--- config.mk ---
export PLATFORM = sky130hd
export DESIGN_NAME = if_fetch_unit_flat
export DESIGN_NICKNAME = d
export VERILOG_FILES = /design/src/rtl/if_fetch_unit_if.sv /design/src/rtl/if_fetch_unit.sv /design/src/flat_wrapper.sv
export SDC_FILE = /design/constraint.sdc
export NUM_CORES = 1
export LEC_CHECK = 0
export CAP_MARGIN = 10
export CORE_MARGIN = 5
export CORE_UTILIZATION = 40
export DETAILED_ROUTE_END_ITERATION = 6
export RECOVER_POWER = 50
export SKIP_LAST_GASP = 1
export SLEW_MARGIN = 10
export SYNTH_ARGS = -nofsm -noshare
export SYNTH_HDL_FRONTEND = slang
export SYNTH_SLANG_ARGS = --single-unit
--- constraint.sdc ---
create_clock -name clk -period 10.1 [get_ports clk]
set_input_delay 1.01 -clock clk [delete_from_list [all_inputs] [get_ports clk]]
set_output_delay 1.01 -clock clk [all_outputs]
set_load 0.01 [all_outputs]
--- src/rtl/if_fetch_unit_if.sv ---
// Fetch-side bus: instruction memory request/response and branch predictor lookup.
// The fetch unit is the master; memory and predictor sit behind the slave modport.
interface if_fetch_unit_if;
  logic        imem_req;
  logic [31:0] imem_addr;
  logic        imem_ack;
  logic [31:0] imem_rdata;
  logic [31:0] bpu_lookup_pc;
  logic        bpu_hit;
  logic [31:0] bpu_target;
  logic [4:0]  bpu_index;

  modport master (
    output imem_req,
    output imem_addr,
    output bpu_lookup_pc,
    input  imem_ack,
    input  imem_rdata,
    input  bpu_hit,
    input  bpu_target,
    input  bpu_index
  );

  modport slave (
    input  imem_req,
    input  imem_addr,
    input  bpu_lookup_pc,
    output imem_ack,
    output imem_rdata,
    output bpu_hit,
    output bpu_target,
    output bpu_index
  );
endinterface

--- src/rtl/if_fetch_unit.sv ---
// Instruction fetch unit: one outstanding memory request, branch-predicted next PC,
// and a two-entry fetch queue feeding the IF/ID stage.
module if_fetch_unit #(
  parameter logic [31:0] RESET_PC = 32'hBFC0_0000
) (
  input  logic                  clk,
  input  logic                  reset,
  input  logic                  pa_pc_ifid,
  input  logic                  redirect_valid,
  input  logic [31:0]           redirect_pc,
  if_fetch_unit_if.master       bus,
  output logic [31:0]           if_pc_out,
  output logic [31:0]           if_pc_4_out,
  output logic [31:0]           if_instr_out,
  output logic [31:0]           if_bpu_pc,
  output logic [4:0]            if_bpu_index
);

  typedef enum logic [1:0] {
    S_RUN     = 2'd0,
    S_WAIT    = 2'd1,
    S_DISCARD = 2'd2
  } state_t;

  typedef struct packed {
    logic [31:0] pc;
    logic [31:0] instr;
    logic [31:0] bpu_pc;
    logic [4:0]  bpu_index;
  } entry_t;

  localparam entry_t EMPTY = {32'd0, 32'd0, 32'd0, 5'd0};
  localparam logic [31:0] ALIGN_MASK = 32'hFFFF_FFFC;

  state_t      state;
  logic [31:0] pc;
  logic [31:0] req_pc;
  logic [31:0] tag_next_pc;
  logic [4:0]  tag_index;
  entry_t      q0;
  entry_t      q1;
  logic [1:0]  count;

  logic        pop;
  logic        room;
  logic        issue;
  logic        accept;
  logic        req;
  logic [31:0] fetch_addr;
  logic [31:0] pred_pc;
  logic [31:0] redir_pc;
  entry_t      new_entry;
  entry_t      q0_next;
  entry_t      q1_next;
  logic [1:0]  count_next;
  logic        head_valid;

  // Request/issue decode; DISCARD keeps presenting the abandoned address until acked.
  always_comb begin
    pop        = !pa_pc_ifid && (count != 2'd0);
    room       = (count - {1'b0, pop}) < 2'd2;
    fetch_addr = (state == S_RUN) ? (pc & ALIGN_MASK) : (req_pc & ALIGN_MASK);
    redir_pc   = redirect_pc & ALIGN_MASK;
    pred_pc    = bus.bpu_hit ? (bus.bpu_target & ALIGN_MASK) : (pc + 32'd4);
    issue      = !reset && (state == S_RUN) && room && !redirect_valid;
    if (reset) begin
      req = 1'b0;
    end else if (state == S_RUN) begin
      req = room && !redirect_valid;
    end else begin
      req = 1'b1;
    end
    accept = !reset && !redirect_valid && bus.imem_ack && (issue || (state == S_WAIT));
  end

  assign bus.imem_req      = req;
  assign bus.imem_addr     = fetch_addr;
  assign bus.bpu_lookup_pc = fetch_addr;

  // Entry built from the response; zero-wait responses use the live prediction.
  always_comb begin
    new_entry.pc    = fetch_addr;
    new_entry.instr = bus.imem_rdata;
    if (state == S_RUN) begin
      new_entry.bpu_pc    = pred_pc;
      new_entry.bpu_index = bus.bpu_index;
    end else begin
      new_entry.bpu_pc    = tag_next_pc;
      new_entry.bpu_index = tag_index;
    end
  end

  // Fetch FSM, PC and request tags.
  always_ff @(posedge clk) begin
    if (reset) begin
      state       <= S_RUN;
      pc          <= RESET_PC;
      req_pc      <= 32'd0;
      tag_next_pc <= 32'd0;
      tag_index   <= 5'd0;
    end else begin
      case (state)
        S_RUN: begin
          if (redirect_valid) begin
            pc <= redir_pc;
          end else if (issue) begin
            req_pc      <= pc;
            tag_next_pc <= pred_pc;
            tag_index   <= bus.bpu_index;
            if (bus.imem_ack) begin
              pc <= pred_pc;
            end else begin
              state <= S_WAIT;
            end
          end
        end
        S_WAIT: begin
          if (redirect_valid) begin
            pc    <= redir_pc;
            state <= bus.imem_ack ? S_RUN : S_DISCARD;
          end else if (bus.imem_ack) begin
            pc    <= tag_next_pc;
            state <= S_RUN;
          end
        end
        S_DISCARD: begin
          if (redirect_valid) begin
            pc <= redir_pc;
          end
          if (bus.imem_ack) begin
            state <= S_RUN;
          end
        end
        default: begin
          state <= S_RUN;
        end
      endcase
    end
  end

  // Queue next state; slot q0 is always the head, vacated slots are zeroed.
  always_comb begin
    q0_next    = q0;
    q1_next    = q1;
    count_next = count;
    if (redirect_valid) begin
      q0_next    = EMPTY;
      q1_next    = EMPTY;
      count_next = 2'd0;
    end else begin
      case ({accept, pop})
        2'b11: begin
          if (count == 2'd1) begin
            q0_next = new_entry;
          end else begin
            q0_next = q1;
            q1_next = new_entry;
          end
        end
        2'b10: begin
          if (count == 2'd0) begin
            q0_next = new_entry;
          end else begin
            q1_next = new_entry;
          end
          count_next = count + 2'd1;
        end
        2'b01: begin
          q0_next    = q1;
          q1_next    = EMPTY;
          count_next = count - 2'd1;
        end
        default: begin
          count_next = count;
        end
      endcase
    end
  end

  // Queue storage.
  always_ff @(posedge clk) begin
    if (reset) begin
      q0    <= EMPTY;
      q1    <= EMPTY;
      count <= 2'd0;
    end else begin
      q0    <= q0_next;
      q1    <= q1_next;
      count <= count_next;
    end
  end

  // Head presentation; an empty queue reads as an all-zero bubble.
  always_comb begin
    head_valid = (count != 2'd0) && !reset;
    if (head_valid) begin
      if_pc_out    = q0.pc;
      if_pc_4_out  = q0.pc + 32'd4;
      if_instr_out = q0.instr;
      if_bpu_pc    = q0.bpu_pc;
      if_bpu_index = q0.bpu_index;
    end else begin
      if_pc_out    = 32'd0;
      if_pc_4_out  = 32'd0;
      if_instr_out = 32'd0;
      if_bpu_pc    = 32'd0;
      if_bpu_index = 5'd0;
    end
  end

endmodule

--- src/flat_wrapper.sv ---
// flat-port wrapper written by rule: the top's interface ports become plain ports
module if_fetch_unit_flat 
#(
  parameter logic [31:0] RESET_PC = 32'hBFC0_0000
)
  (clk, reset, pa_pc_ifid, redirect_valid, redirect_pc, if_pc_out, if_pc_4_out, if_instr_out, if_bpu_pc, if_bpu_index, bus_imem_req, bus_imem_addr, bus_bpu_lookup_pc, bus_imem_ack, bus_imem_rdata, bus_bpu_hit, bus_bpu_target, bus_bpu_index);
  if_fetch_unit_if bus_i ();
  input  logic clk;
  input  logic reset;
  input  logic pa_pc_ifid;
  input  logic redirect_valid;
  input  logic [31:0] redirect_pc;
  output logic [31:0] if_pc_out;
  output logic [31:0] if_pc_4_out;
  output logic [31:0] if_instr_out;
  output logic [31:0] if_bpu_pc;
  output logic [4:0] if_bpu_index;
  output wire logic [$bits(bus_i.imem_req)-1:0] bus_imem_req;
  output wire logic [$bits(bus_i.imem_addr)-1:0] bus_imem_addr;
  output wire logic [$bits(bus_i.bpu_lookup_pc)-1:0] bus_bpu_lookup_pc;
  input wire logic [$bits(bus_i.imem_ack)-1:0] bus_imem_ack;
  input wire logic [$bits(bus_i.imem_rdata)-1:0] bus_imem_rdata;
  input wire logic [$bits(bus_i.bpu_hit)-1:0] bus_bpu_hit;
  input wire logic [$bits(bus_i.bpu_target)-1:0] bus_bpu_target;
  input wire logic [$bits(bus_i.bpu_index)-1:0] bus_bpu_index;
  assign bus_imem_req = bus_i.imem_req;
  assign bus_imem_addr = bus_i.imem_addr;
  assign bus_bpu_lookup_pc = bus_i.bpu_lookup_pc;
  assign bus_i.imem_ack = bus_imem_ack;
  assign bus_i.imem_rdata = bus_imem_rdata;
  assign bus_i.bpu_hit = bus_bpu_hit;
  assign bus_i.bpu_target = bus_bpu_target;
  assign bus_i.bpu_index = bus_bpu_index;
  if_fetch_unit #(.RESET_PC(RESET_PC)) u_core (.clk(clk), .reset(reset), .pa_pc_ifid(pa_pc_ifid), .redirect_valid(redirect_valid), .redirect_pc(redirect_pc), .bus(bus_i), .if_pc_out(if_pc_out), .if_pc_4_out(if_pc_4_out), .if_instr_out(if_instr_out), .if_bpu_pc(if_bpu_pc), .if_bpu_index(if_bpu_index));
endmodule
# Word level (Yosys, flattened, before mapping)
# Index checks and enable logic that the tools add are counted.
# word_totals
reg_bits,307
inputBits,107
# op_classes
addsub,5
magnitude_cmp,1
n_eq_ne,16
mux,31
n_bitwise,1
reduce_logical,25
# ops
op,n
one-hot mux 101 bit (3 select lines),2
two-way mux 101 bit,4
two-way mux 32 bit,12
one-hot mux 32 bit (3 select lines),1
"adder 32 x 3 -> 32 bit, second input constant",2
two-way mux 37 bit,1
two-way mux 2 bit,6
"inequality test 2 bit, second input constant",5
logical AND 1 bit,9
AND reduction 3 bit,3
"equality test 2 x 1 -> 1 bit, second input constant",3
"equality test 2 bit, second input constant",3
"inequality test 3 bit, second input constant",2
one-hot mux 2 bit (3 select lines),1
nonzero test 3 bit,2
two-way mux 5 bit,1
AND reduction 5 bit,1
zero test 2 bit,2
"inequality test 2 x 1 -> 1 bit, second input constant",2
one-hot mux 2 bit (2 select lines),1
nonzero test 2 bit,2
zero test 1 bit,3
"inequality test 3 x 2 -> 1 bit, second input constant",1
"adder 2 x 1 -> 2 bit, second input constant",1
8 further kinds,9

# Depth between registers and ports, before layout
# logic_depth
word_depth,11
depth_mapped,16
depth_no_buf,13

# Least setup slack after synthesis
# OpenSTA, ideal clock, no wires.
# synth_path
path_type,input -> register
start,input reset
end,register u_core.q0[14] in the netlist's numbering
setup_ns,0.123
arrival_ns,3.658
path_slack_ns,6.319
path_stages,15
n_path_buf,6
path_cell_list,buf_2 -> nor2_2 -> buf_2 -> nand4_4 -> buf_1 -> nand2_1 -> nand2_1 -> ha_1 -> clkbuf_1 -> and2_1 -> or2_2 -> clkbuf_1 -> clkbuf_1 -> a221oi_1 -> nor2_1
# synth_between
elab_chain_len,9
elab_cells_between_ends,16
classes_between,eq/ne (4); mux (1); reduce/logical (11)
# synth_lines
item,line,source
start: declaration,flat_wrapper.sv:9,input logic reset;
zero test 1 bit,"if_fetch_unit.sv:65, if_fetch_unit.sv:73",
logical AND 1 bit (3 in a row),if_fetch_unit.sv:65,issue = !reset && (state == S_RUN) && room && !redirect_valid;
logical OR 1 bit,if_fetch_unit.sv:73,accept = !reset && !redirect_valid && bus.imem_ack && (issue || (state == S_WAIT));
logical AND 1 bit,if_fetch_unit.sv:73,
equality test 2 bit / equality test 2 x 1 -> 1 bit (equally long branches),if_fetch_unit.sv:151,"case ({accept, pop})"
inequality test 2 x 1 -> 1 bit (no source line) / nonzero test 3 bit (equally long branches),n/a,
AND reduction 2 bit (no source line),n/a,
end signal: assignment,if_fetch_unit.sv:187,q0 <= q0_next;
end: declaration,if_fetch_unit.sv:40,entry_t q0;
# Several ways; a longest one is shown, not always the timed one.
# A chain may end at the register's enable or synchronous reset.

# Final worst setup path
# layout_path
start,input redirect_valid
end,register u_core.pc[20]
# layout_between
elab_chain_len,4
elab_cells_between_ends,10
classes_between,eq/ne (4); mux (3); reduce/logical (3)
# layout_lines
item,line,source
start: declaration,flat_wrapper.sv:11,input logic redirect_valid;
zero test 1 bit,if_fetch_unit.sv:65,
logical AND 1 bit,if_fetch_unit.sv:65,
inequality test 3 x 2 -> 1 bit (no source line),n/a,
AND reduction 5 bit (no source line),n/a,
end signal: assignment,if_fetch_unit.sv:105,pc <= redir_pc;
end signal: assignment,if_fetch_unit.sv:111,pc <= pred_pc;
end signal: assignment,if_fetch_unit.sv:119,pc <= redir_pc;
end: declaration,if_fetch_unit.sv:36,logic [31:0] pc;
# Several ways; a longest one is shown, not always the timed one.

==> results.yml <==
finish:
  fill_cells: 4306
  finalNonFillerCells: 3045
  multi_input_area_sq_um: 10300
  layout-drive-gt1-share_pct: 4.61
  areaGrowthSynthToFinish_pct: 21.8
  postLayoutCellArea_sq_um: 21500
  layout.nets: 2548
  register_area_sq_um: 6030
grt:
  grt_use_total_pct: 23.8
  grt_max_degree: 100
  grt_pass1_vias: 15800
  grt_pass1_wl_um: 92200
  antenna_found_initial: 1
  overflow: 0
sta:
  slew_headroom_pct: -142
  setup_tns_ps: 0
  fin_crit_ps: 7530
  setup_violations: 0
  slew_violations: 421
  period_share_pct: 74.6
  finalHoldViolations: 0
  hold_ws_ps: 451
  fmax_mhz: 133
  skew_ps: 15.7
  rsz0062_at_grt: "no"
  worst_pin_slew_ps: 3620
floorplanning:
  io_pins: 305
  dieArea_sq_um: 48400
  dieHeight_um: 220
  core_sq_um: 43900
  rows: 77
  die_w_um: 220
  start_util_pct: 40.2
clocking:
  cts_root_buffer: "clkbuf_16"
  htreeDepth: 2
  clk_latency_ps: 520
  clk_transition_reported_paths_ps: 60
  cts_buffer_depth: 3
  post_cts_resized: 0
  cts_tree: "built"
  cts_sinks: 301
  numCtsBuffers: 36
  cts_setup_buffers: 0
  holdBufCountCts: 0
power:
  pwr-share-seq_pct: 40.3
  pwr-share-comb_pct: 19.3
  power_density_nw_per_um2: 150
  clkPwrFrac_pct: 40.4
  irDropWorstVdd_uv: 107
  p_sw_share_pct: 30.3
  leakage_nw: 7.61
  p_int_mw: 2.24
  power.total_mw: 3.22
  p_switching_uw: 976
synthesis:
  synthMuxAreaShare_pct: 5.65
  synth_top_family_by_area: "compound AO/OA/AOI/OAI gates"
  synth_area_per_cell_sq_um: 7.58
  synth_xor_xnor_area_share_pct: 2.18
  ys_types: 75
  async_flop_share_pct: 0
  synth-edff-count: 0
  yosysSeqAreaShare_pct: 34.2
  synth_top_area_cell: "dfxtp_1"
  synth_area_leaders: "dfxtp_1 (34%), a21oi_1 (7.7%), nor2_1 (5.4%), nand2_1 (5.0%), mux2i_1 (4.9%)"
  yosysMostFrequentCell: "dfxtp_1"
  synth_area_sq_um: 17600
  yosys.area.top_type_share_pct: 34.2
  yosys.area_share.simple_pct: 23.1
  ys.flop_type: "dfxtp_1"
  synth_compound_area_share_pct: 25.8
  ys_ff_latch: 301
  ys_top_cells_by_count: "dfxtp_1 (301), a21oi_1 (271), nor2_1 (256), nand2_1 (236), clkbuf_1 (143)"
  synthAdderAreaFrac_pct: 0.851
  ys.warnings.count: 0
  synthCells: 2327
status:
  outcome: "complete, but fails checks"
  violations: "design-rule violations, max-capacitance violations, max-slew violations"
min_path:
  min_path_type: "reg2reg"
setup_path:
  start_kind: "primary input"
  crit_fanout: 72
  path_class: "in2reg"
  cp_data_required_time_ps: 10500
  arrival_ps: 7930
  cp-end-kind: "flop"
drt:
  initialDrtViolationCount: 1552
  wl_per_cell_um: 20.2
  vias: 17700
  wl_um: 61400
  firstDrtPassIters: 7
  via_per_inst: 5.82
  ant_nets: 0
  route.detailed.drc: 4
job:
  drv_cap: 8
placed_design:
  placed_cell_area_sq_um: 20400
  dp_hpwl_um: 40500
  numPortBuffers: 292
  dpl.cell_count: 2983
  gp_congestion: 0.915
[power by group through the flow]
stage	combinational, mW	sequential, mW	clock, mW
after floorplan	0.429	1.28	0
after global placement	0.620	1.32	0
after detailed placement	0.630	1.32	0
after CTS	0.632	1.29	1.33
after global routing	0.675	1.30	1.38
final	0.621	1.30	1.30
[final timing paths]
check,end,startpoint,slack [ps],depth (start not counted)
setup reg to reg,u_core.pc[20],u_core.state[0],2790,10
hold / removal,u_core.req_pc[12],u_core.req_pc[12],450,2
hold reg to reg,u_core.req_pc[12],u_core.req_pc[12],450,2
setup / recovery,u_core.pc[20],redirect_valid,2570,8
[through the flow]
| step | util [%] | setup WS, ps |
|---|---|---|
| 5_1_grt | 48.9 | 2340 |
| 3_5_place_dp | 46.4 | 4530 |
| 3_3_place_gp | 46.4 | 4610 |
| 4_1_cts | 49.0 | 5090 |
| 6_report | 48.9 | 2570 |
| 2_1_floorplan | - | 6320 |
[registers in the layout, summed over array words and instances (netlist names)]
register and cells:
u_core.q1 99, u_core.q0 99, u_core.req_pc 30, u_core.count 2, u_core.pc 32, u_core.tag_index 5
u_core.tag_next_pc 32, u_core.state 2
[critical path: stages]
cell      delay (ps)
buf_2             70
clkbuf_1        2540
inv_1           1540
a311o_1         1110
clkbuf_1         530
nor2_2           590
o211ai_1         180
o2111a_1         300
[cells in the final DEF (no fill, tap or decap), types with 13 or more instances in the layout]
cell type        count
dfxtp_1            301
and2_1             105
inv_1               57
clkbuf_1            19
a21oi_1            271
a31oi_1             18
nand3_1             44
a211oi_1            79
clkdlybuf4s50_1    221
nor3_1              61
xor2_1              29
and3_1              13
nand2_1            235
o21ai_0            122
buf_4               17
nor3b_1             34
dlygate4sd3_1       68
nand4_1             21
nor2_1             254
nand2b_1            19
mux2i_1             86
clkbuf_16           38
o211ai_1            17
xnor2_1             15
a221oi_1            87
a22oi_1             16
[cells by family after synthesis]
group | count (synthesis)
other | 1
xor gates and xnor gates | 44
DFF | 301
adders and majority gates | 12
buffers and inverters | 317
and+or+nand+nor | 845
muxes | 98
AOI/OAI and AO/OA | 709
[area by class of cell]
| cell class | count | share of cell area, % |
|---|---|---|
| clock buffer | 55 | 5.00 |
| timing repair buffer | 316 | 14.2 |
| multi-input combinational | 1716 | 47.8 |
| antenna | 1 | 0.0116 |
| inverter | 58 | 1.01 |
| tap | 592 | 3.45 |
| clock inverter | 6 | 0.437 |
| sequential | 301 | 28.1 |
[metal layers]
metal | part of all wire (%) | GRT usage, %
met1 | 44 | 33.2
met4 | 3.2 | 7.91
met3 | 6.8 | 2.89
met2 | 46 | 38.3
met5 | 0 | 0
(Power assumes the default switching activity.)
